`config.mk`:
```
export PLATFORM = sky130hd
export DESIGN_NAME = fft_butterfly_dp
export DESIGN_NICKNAME = d
export VERILOG_FILES = /design/src/rtl/fft_pkg.sv /design/src/rtl/fft_butterfly_dp_cmul.sv /design/src/rtl/fft_butterfly_dp.sv
export SDC_FILE = /design/constraint.sdc
export NUM_CORES = 2
export LEC_CHECK = 0
export ABC_AREA = 1
export BUFFER_PORTS_ARGS = -buffer_cell sky130_fd_sc_hd__buf_2
export CORE_MARGIN = 4
export CORE_UTILIZATION = 45
export CTS_CLUSTER_SIZE = 20
export DETAILED_ROUTE_END_ITERATION = 8
export SLEW_MARGIN = 30
export SYNTH_ARGS = -nofsm -noshare
export SYNTH_HDL_FRONTEND = slang
export SYNTH_SLANG_ARGS = --single-unit
export TNS_END_PERCENT = 100
```
`constraint.sdc`:
```
create_clock -name clk -period 21.9 [get_ports clk]
set_input_delay 4.38 -clock clk [delete_from_list [all_inputs] [get_ports clk]]
set_output_delay 4.38 -clock clk [all_outputs]
set_load 0.03 [all_outputs]
```
`src/rtl/fft_pkg.sv`:
```
// fft_pkg: shared widths, sample record and fixed-point helpers for the FFT butterfly datapath.
package fft_pkg;

  localparam int FFT_DATA_W = 16;
  localparam int FFT_TW_W   = 16;

  typedef struct packed {
    logic signed [FFT_DATA_W-1:0] re;
    logic signed [FFT_DATA_W-1:0] im;
  } cplx_t;

  // Helpers use a 64-bit signed carrier so every intermediate width of the datapath fits.
  function automatic logic signed [63:0] round_shr(input logic signed [63:0] v, input int sh);
    return (v + (64'sd1 <<< (sh - 1))) >>> sh;
  endfunction

  function automatic logic sat_hit(input logic signed [63:0] v, input int w);
    logic signed [63:0] hi;
    logic signed [63:0] lo;
    hi = (64'sd1 <<< (w - 1)) - 64'sd1;
    lo = -(64'sd1 <<< (w - 1));
    return (v > hi) || (v < lo);
  endfunction

  function automatic logic signed [63:0] sat_clamp(input logic signed [63:0] v, input int w);
    logic signed [63:0] hi;
    logic signed [63:0] lo;
    hi = (64'sd1 <<< (w - 1)) - 64'sd1;
    lo = -(64'sd1 <<< (w - 1));
    if (v > hi) begin
      return hi;
    end
    if (v < lo) begin
      return lo;
    end
    return v;
  endfunction

endpackage

```
`src/rtl/fft_butterfly_dp_cmul.sv`:
```
// fft_cmul: pipeline stage S2, registered complex product P = W*B rounded half-up by TW_W-1 bits.
// A is carried alongside so it stays aligned with its product.
module fft_cmul
  import fft_pkg::*;
#(
  parameter int DATA_W = FFT_DATA_W,
  parameter int TW_W   = FFT_TW_W
) (
  input  logic              clk,
  input  logic              rst,
  input  logic              en,
  input  logic              in_valid,
  input  logic [DATA_W-1:0] a_re,
  input  logic [DATA_W-1:0] a_im,
  input  logic [DATA_W-1:0] b_re,
  input  logic [DATA_W-1:0] b_im,
  input  logic [TW_W-1:0]   w_re,
  input  logic [TW_W-1:0]   w_im,
  output logic              out_valid,
  output logic [DATA_W-1:0] a_re_o,
  output logic [DATA_W-1:0] a_im_o,
  output logic [DATA_W+1:0] p_re,
  output logic [DATA_W+1:0] p_im
);

  localparam int MW = DATA_W + TW_W;
  localparam int SW = DATA_W + 2;

  logic signed [MW-1:0] m_rr, m_ii, m_ri, m_ir;
  logic signed [MW:0]   pf_re, pf_im;
  logic                 load;
  logic                 valid_q, valid_d;
  logic [DATA_W-1:0]    a_re_q, a_re_d, a_im_q, a_im_d;
  logic [SW-1:0]        p_re_q, p_re_d, p_im_q, p_im_d;

  always_comb begin
    m_rr    = MW'($signed(b_re)) * MW'($signed(w_re));
    m_ii    = MW'($signed(b_im)) * MW'($signed(w_im));
    m_ri    = MW'($signed(b_re)) * MW'($signed(w_im));
    m_ir    = MW'($signed(b_im)) * MW'($signed(w_re));
    pf_re   = (MW+1)'(m_rr) - (MW+1)'(m_ii);
    pf_im   = (MW+1)'(m_ri) + (MW+1)'(m_ir);
    load    = en & in_valid;
    valid_d = en ? in_valid : valid_q;
    a_re_d  = load ? a_re : a_re_q;
    a_im_d  = load ? a_im : a_im_q;
    // Full-scale -1 * -1 rounds to +2^(DATA_W), which still fits in DATA_W+2 signed bits.
    p_re_d  = load ? SW'(round_shr(64'(pf_re), TW_W - 1)) : p_re_q;
    p_im_d  = load ? SW'(round_shr(64'(pf_im), TW_W - 1)) : p_im_q;
  end

  always_ff @(posedge clk or posedge rst) begin
    if (rst) begin
      valid_q <= 1'b0;
      a_re_q  <= '0;
      a_im_q  <= '0;
      p_re_q  <= '0;
      p_im_q  <= '0;
    end else begin
      valid_q <= valid_d;
      a_re_q  <= a_re_d;
      a_im_q  <= a_im_d;
      p_re_q  <= p_re_d;
      p_im_q  <= p_im_d;
    end
  end

  assign out_valid = valid_q;
  assign a_re_o    = a_re_q;
  assign a_im_o    = a_im_q;
  assign p_re      = p_re_q;
  assign p_im      = p_im_q;

endmodule

```
`src/rtl/fft_butterfly_dp.sv`:
```
// fft_butterfly_dp: three-stage radix-2 DIT butterfly, X = A + W*B and Y = A - W*B, valid/ready on both sides.
// Define FFT_BFLY_SCALE_EN to halve the S3 sums with round-half-up before saturation.
module fft_butterfly_dp
  import fft_pkg::*;
#(
  parameter int DATA_W = FFT_DATA_W,
  parameter int TW_W   = FFT_TW_W
) (
  input  logic              clk,
  input  logic              rst,
  input  logic              in_valid,
  output logic              in_ready,
  input  logic [DATA_W-1:0] a_re,
  input  logic [DATA_W-1:0] a_im,
  input  logic [DATA_W-1:0] b_re,
  input  logic [DATA_W-1:0] b_im,
  input  logic [TW_W-1:0]   w_re,
  input  logic [TW_W-1:0]   w_im,
  output logic              out_valid,
  input  logic              out_ready,
  output logic [DATA_W-1:0] x_re,
  output logic [DATA_W-1:0] x_im,
  output logic [DATA_W-1:0] y_re,
  output logic [DATA_W-1:0] y_im,
  input  logic              clr_ovf,
  output logic              ovf
);

  localparam int SW = DATA_W + 2;

  logic en, load1, load3;

  logic              v1_q, v1_d;
  logic [DATA_W-1:0] a1_re_q, a1_re_d, a1_im_q, a1_im_d;
  logic [DATA_W-1:0] b1_re_q, b1_re_d, b1_im_q, b1_im_d;
  logic [TW_W-1:0]   w1_re_q, w1_re_d, w1_im_q, w1_im_d;

  logic              v2;
  logic [DATA_W-1:0] a2_re, a2_im;
  logic [SW-1:0]     p2_re, p2_im;

  logic signed [SW-1:0] sum_s [4];
  logic signed [63:0]   scaled [4];
  logic [DATA_W-1:0]    res [4];
  logic                 sat_any;

  logic              v3_q, v3_d;
  logic [DATA_W-1:0] x_re_q, x_re_d, x_im_q, x_im_d;
  logic [DATA_W-1:0] y_re_q, y_re_d, y_im_q, y_im_d;
  logic              ovf_q, ovf_d;

  // Single global advance: the whole pipe freezes only while a result waits on the consumer.
  assign en = ~v3_q | out_ready;

  always_comb begin
    load1   = en & in_valid;
    v1_d    = en ? in_valid : v1_q;
    a1_re_d = load1 ? a_re : a1_re_q;
    a1_im_d = load1 ? a_im : a1_im_q;
    b1_re_d = load1 ? b_re : b1_re_q;
    b1_im_d = load1 ? b_im : b1_im_q;
    w1_re_d = load1 ? w_re : w1_re_q;
    w1_im_d = load1 ? w_im : w1_im_q;
  end

  always_ff @(posedge clk or posedge rst) begin
    if (rst) begin
      v1_q    <= 1'b0;
      a1_re_q <= '0;
      a1_im_q <= '0;
      b1_re_q <= '0;
      b1_im_q <= '0;
      w1_re_q <= '0;
      w1_im_q <= '0;
    end else begin
      v1_q    <= v1_d;
      a1_re_q <= a1_re_d;
      a1_im_q <= a1_im_d;
      b1_re_q <= b1_re_d;
      b1_im_q <= b1_im_d;
      w1_re_q <= w1_re_d;
      w1_im_q <= w1_im_d;
    end
  end

  fft_cmul #(
    .DATA_W (DATA_W),
    .TW_W   (TW_W)
  ) u_cmul (
    .clk       (clk),
    .rst       (rst),
    .en        (en),
    .in_valid  (v1_q),
    .a_re      (a1_re_q),
    .a_im      (a1_im_q),
    .b_re      (b1_re_q),
    .b_im      (b1_im_q),
    .w_re      (w1_re_q),
    .w_im      (w1_im_q),
    .out_valid (v2),
    .a_re_o    (a2_re),
    .a_im_o    (a2_im),
    .p_re      (p2_re),
    .p_im      (p2_im)
  );

  assign sum_s[0] = SW'($signed(a2_re)) + $signed(p2_re);
  assign sum_s[1] = SW'($signed(a2_im)) + $signed(p2_im);
  assign sum_s[2] = SW'($signed(a2_re)) - $signed(p2_re);
  assign sum_s[3] = SW'($signed(a2_im)) - $signed(p2_im);

  always_comb begin
    sat_any = 1'b0;
    for (int i = 0; i < 4; i++) begin
`ifdef FFT_BFLY_SCALE_EN
      scaled[i] = round_shr(64'(sum_s[i]), 1);
`else
      scaled[i] = 64'(sum_s[i]);
`endif
      res[i]  = DATA_W'(sat_clamp(scaled[i], DATA_W));
      sat_any = sat_any | sat_hit(scaled[i], DATA_W);
    end
  end

  // A saturation landing in S3 beats a simultaneous clear so no overflow event is lost.
  always_comb begin
    load3  = en & v2;
    v3_d   = en ? v2 : v3_q;
    x_re_d = load3 ? res[0] : x_re_q;
    x_im_d = load3 ? res[1] : x_im_q;
    y_re_d = load3 ? res[2] : y_re_q;
    y_im_d = load3 ? res[3] : y_im_q;
    ovf_d  = (load3 & sat_any) | (ovf_q & ~clr_ovf);
  end

  always_ff @(posedge clk or posedge rst) begin
    if (rst) begin
      v3_q   <= 1'b0;
      x_re_q <= '0;
      x_im_q <= '0;
      y_re_q <= '0;
      y_im_q <= '0;
      ovf_q  <= 1'b0;
    end else begin
      v3_q   <= v3_d;
      x_re_q <= x_re_d;
      x_im_q <= x_im_d;
      y_re_q <= y_re_d;
      y_im_q <= y_im_d;
      ovf_q  <= ovf_d;
    end
  end

  assign in_ready  = en & ~rst;
  assign out_valid = v3_q;
  assign x_re      = x_re_q;
  assign x_im      = x_im_q;
  assign y_re      = y_re_q;
  assign y_im      = y_im_q;
  assign ovf       = ovf_q;

endmodule
```
==> Flow_metrics.wiki <==
{| class="wikitable"
! Metric !! Value
|-
| Cell variety after synth || 44
|-
| Worst skew pair latency || 650 ps
|-
| Met1 track demand over resource in global routing || 33.5%
|-
| Fraction of final layout cells with drive strength greater than 1 || 6.36%
|-
| Fmax || 0.102 GHz
|-
| Count of input and output buffers || 167
|-
| CP Depth || 4
|-
| Synthesized-area fraction occupied by ao, oa, aoi and oai cells || 4.07%
|-
| Worst r2r path cells || 23
|-
| Number of sinks handled by clock tree synthesis || 232
|-
| CP max stage cell || sky130_fd_sc_hd__nor2_1
|-
| Chip height || 357 um
|-
| Total of flip-flops plus latches after synthesis || 232
|-
| Count of antenna-violating nets left after detailed routing || 0
|-
| Share of synthesized cell area in full adder, half adder and majority cells || 51.4%
|-
| Register area share after synthesis || 10.6%
|-
| Proportion of synthesized area in mux cells || 1.13%
|-
| Detailed Route Iter0 Violations || 2594
|-
| Final clock skew || 32.9 ps
|-
| Combined buffer and inverter count along the critical path || 2
|-
| Fraction of synthesized cell area in xor and xnor cells || 1.10%
|-
| Post-CTS repair timing setup buffer count || 0
|-
| Crit path cell chain || buf_2 -> nor2_1 -> nor2_1 -> buf_2
|-
| CP endpoint kind || primary output
|-
| Half-perimeter wire length after detailed placement || 117000 um
|-
| Final hold violation count || 0
|-
| M2 GR Usage || 40.7%
|-
| Global-route wire length before repair || 240000 um
|-
| Maximum level of the CTS H-tree || 1
|-
| Total count of max-transition violations in the final report || 0
|-
| Avg WL per Cell || 17.5 um
|-
| Final Worst Setup Slack || 12120 ps
|-
| Die Footprint || 0.127 mm^2
|-
| Data required, critical path || 17520 ps
|-
| Via count of the first global-routing pass || 44030
|-
| Total Negative Setup Slacks || 0 ps
|-
| Post-synth design cell area || 0.0548 mm^2
|-
| Final min period || 9780 ps
|-
| Post-route DRC || 0
|-
| Number of fill cells || 11996
|-
| Critical Setup Path Class || in -> out
|-
| Endpoint arrival time on the critical path || 5400 ps
|-
| Worst-path clk slew || 60 ps
|-
| Net count of the finished layout || 8373
|-
| Busiest layer in global routing || met2
|-
| Number of instances in the synthesized netlist || 6768
|-
| # hold bufs at CTS || 0
|-
| Total GRT Usage || 24.0%
|-
| Dominant cells by area after synthesis || sky130_fd_sc_hd__fa_1 (43%), sky130_fd_sc_hd__inv_1 (14%), sky130_fd_sc_hd__nand2_1 (11%), sky130_fd_sc_hd__dfrtp_1 (11%), sky130_fd_sc_hd__ha_1 (8.4%)
|-
| Register-to-register setup slack || 13820 ps
|-
| Ratio of routed vias to standard cells || 4.90
|-
| Max FO, Critical Path || 4
|-
| Effective utilization at floorplan || 45.5%
|-
| Final wirelength || 147000 um
|-
| Dominant cell type by area after synthesis || sky130_fd_sc_hd__fa_1
|-
| Number of warnings issued by yosys || 0
|-
| Unrepaired setup endpoints after global routing || no
|-
| Reported max-cap violation count || 0
|-
| Last element of the critical path || in_ready
|-
| Inserted Clock Buffers || 30
|-
| Place WS || 12080 ps
|-
| Run status || completed
|-
| Weighted congestion at the end of routability-driven global placement || 0.885
|-
| Die width || 357 um
|-
| Core ar. || 0.120 mm^2
|-
| Layout area overhead || 5.70%
|-
| Vias || 40933
|-
| Clock tree from TritonCTS || yes
|-
| Synthesized-area fraction occupied by and/or/nand/nor cells || 15.4%
|-
| Classification of the worst-slack hold path || reg -> reg
|-
| Slew at the pin closest to its max-slew limit || 975 ps
|-
| Fraction of the cycle the final worst path needs || 44.7%
|-
| Delay contributed by the slowest stage of the critical path || 450 ps
|-
| I/O Pins || 168
|-
| Initial antenna violation count || 3
|-
| Number of buffers on the longest clock path || 3
|-
| Remaining max-slew budget at the tightest pin || 35.0%
|-
| Top delay family on crit path || simple AND/OR/NAND/NOR gates
|-
| Total of cells resized after clock tree synthesis || 0
|-
| Setup-violating endpoint count in the final report || 0
|-
| Instance area at placement || 0.0569 mm^2
|-
| Beginning of the worst register-to-register path || b1_im_q[15]$_DFFE_PP0P_
|-
| Number of rows created at floorplan || 127
|-
| Number of optimization iterations in the first detailed-route pass || 5
|-
| Largest family of logic cells by synthesized area || adder cells
|-
| Final global-route overflow total || 0
|-
| Worst setup SP type || input port
|-
| Cell at the root of the clock tree || sky130_fd_sc_hd__clkbuf_16
|-
| Worst reg2reg path endpoint || u_cmul.p_im[16]$_DFFE_PP0P_
|-
| Post-synthesis average cell area || 8.09 um^2
|-
| Net Count, Synth || 8413
|-
| Global routing usage on met3 || 2.46%
|-
| Finished layout cell area || 0.0579 mm^2
|-
| Largest net degree at the start of global routing || 107
|-
| Launching element of the worst setup path || out_ready
|-
| Area share of the largest cell type after synthesis || 43.0%
|}
## registers in the layout (all words and copies together) (netlist names)
signal / count
b1_re_q: 16
ovf: 1
v1_q: 1
b1_im_q: 16
x_im: 16
w1_im_q: 16
u_cmul.p_re: 18
u_cmul.p_im: 18
u_cmul.a_im_o: 16
a1_im_q: 16
w1_re_q: 16
y_re: 16
x_re: 16
y_im: 16
u_cmul.a_re_o: 16
out_valid: 1
a1_re_q: 16
u_cmul.out_valid: 1
## layout make-up
cell class | count | area (um^2) | share of cell area [%]
inverter | 2049 | 7700 | 13.3
sequential | 232 | 5820 | 10.1
clock buffer | 35 | 800 | 1.38
antenna | 2 | 5.00 | 0.00865
tap | 1612 | 2020 | 3.48
timing repair buffer | 227 | 1290 | 2.23
multi-input combinational | 4188 | 40000 | 69.2
clock inverter | 17 | 216 | 0.374
## synth_stat cells, drive strengths merged
master      n
a211oi      1
a21boi      3
a21o        8
a21oi     216
a31o        1
a31oi      17
and2        3
and3        4
buf        44
clkbuf    255
dfrtp     232
fa       1177
ha        367
inv      2049
mux2       55
nand2    1594
nand3     150
nand3b      9
nand4      21
nor2      281
nor3       21
nor4        6
o2111ai     2
o211a       2
o211ai      2
o21a        2
o21ai     134
o21bai     16
o221a       1
o221ai      1
or2        25
xnor2      24
xor2       45
## cell usage in the layout (no fill, tap or decap), types with 4 or more instances in the layout
cell type	synthesis	final
sky130_fd_sc_hd__o21ai_1	4	5
sky130_fd_sc_hd__nand2_2	8	8
sky130_fd_sc_hd__nor3_2	5	5
sky130_fd_sc_hd__mux2_2	55	55
sky130_fd_sc_hd__inv_2	15	16
sky130_fd_sc_hd__nand3_1	150	150
sky130_fd_sc_hd__a31oi_1	17	17
sky130_fd_sc_hd__dfrtp_1	232	219
sky130_fd_sc_hd__buf_2	17	167
sky130_fd_sc_hd__o21ai_0	130	129
sky130_fd_sc_hd__buf_4	9	59
sky130_fd_sc_hd__and3_1	4	4
sky130_fd_sc_hd__ha_1	367	367
sky130_fd_sc_hd__fa_1	1177	1177
sky130_fd_sc_hd__xor2_1	45	45
sky130_fd_sc_hd__clkbuf_16	0	30
sky130_fd_sc_hd__inv_6	0	5
sky130_fd_sc_hd__nor2_2	4	4
sky130_fd_sc_hd__or2_2	25	25
sky130_fd_sc_hd__clkinv_2	0	5
sky130_fd_sc_hd__inv_1	2034	2032
sky130_fd_sc_hd__nand2_1	1585	1584
sky130_fd_sc_hd__dfrtp_2	0	13
sky130_fd_sc_hd__nor2_4	2	4
sky130_fd_sc_hd__a21o_1	8	8
sky130_fd_sc_hd__a21oi_2	17	17
sky130_fd_sc_hd__nor4_1	6	6
sky130_fd_sc_hd__nand4_1	21	21
sky130_fd_sc_hd__nor3_1	16	16
sky130_fd_sc_hd__nand3b_1	9	9
sky130_fd_sc_hd__xnor2_1	24	24
sky130_fd_sc_hd__o21bai_1	16	16
sky130_fd_sc_hd__nor2_1	275	273
sky130_fd_sc_hd__a21oi_1	199	199
## worst min-delay path, stage by stage, from the launching register on
cell and delay (ps):
sky130_fd_sc_hd__dfrtp_1 340, sky130_fd_sc_hd__nand2_1 50, sky130_fd_sc_hd__o21ai_0 60
## worst min path at each step
| stage | startpoint | end | slack, ps | depth (start not counted) |
|---|---|---|---|---|
| finish | y_re[15]$_DFFE_PP0P_ | y_re[15]$_DFFE_PP0P_ | 480 | 2 |
| CTS | a1_im_q[15]$_DFFE_PP0P_ | u_cmul.a_im_o[15]$_DFFE_PP0P_ | 490 | 2 |
| global placement | a1_im_q[15]$_DFFE_PP0P_ | u_cmul.a_im_o[15]$_DFFE_PP0P_ | 460 | 2 |
| global route | a1_im_q[15]$_DFFE_PP0P_ | u_cmul.a_im_o[15]$_DFFE_PP0P_ | 500 | 2 |
| detailed placement | ovf$_DFF_PP0_ | ovf$_DFF_PP0_ | 470 | 2 |
| floorplan | u_cmul.out_valid$_DFFE_PP0N_ | out_valid$_DFFE_PP0N_ | 430 | 2 |
## routing by layer
layer,vias to the layer above,wire [um]
met5,-,13
met4,2,3500
met3,154,7670
met2,1053,70700
met1,20681,64700
li1,19043,-
## cell families after synthesis
family          Yosys count
mux                      55
compound gates          406
xor+xnor                 69
fa+ha+maj              1544
flops                   232
buf+inv                2348
simple gates           2114
## through the flow
stage	util, %	std cells	hold slack (ps)
after floorplan	-	6768	431
after global placement	47.2	8308	458
after detailed placement	47.2	8308	467
after CTS	48.1	8360	489
after global routing	48.1	8360	505
final	48.1	8362	484
Power is left out: the tool's default activity adds up to more than one toggle a clock period on the data nets, which glitch-free logic cannot reach.
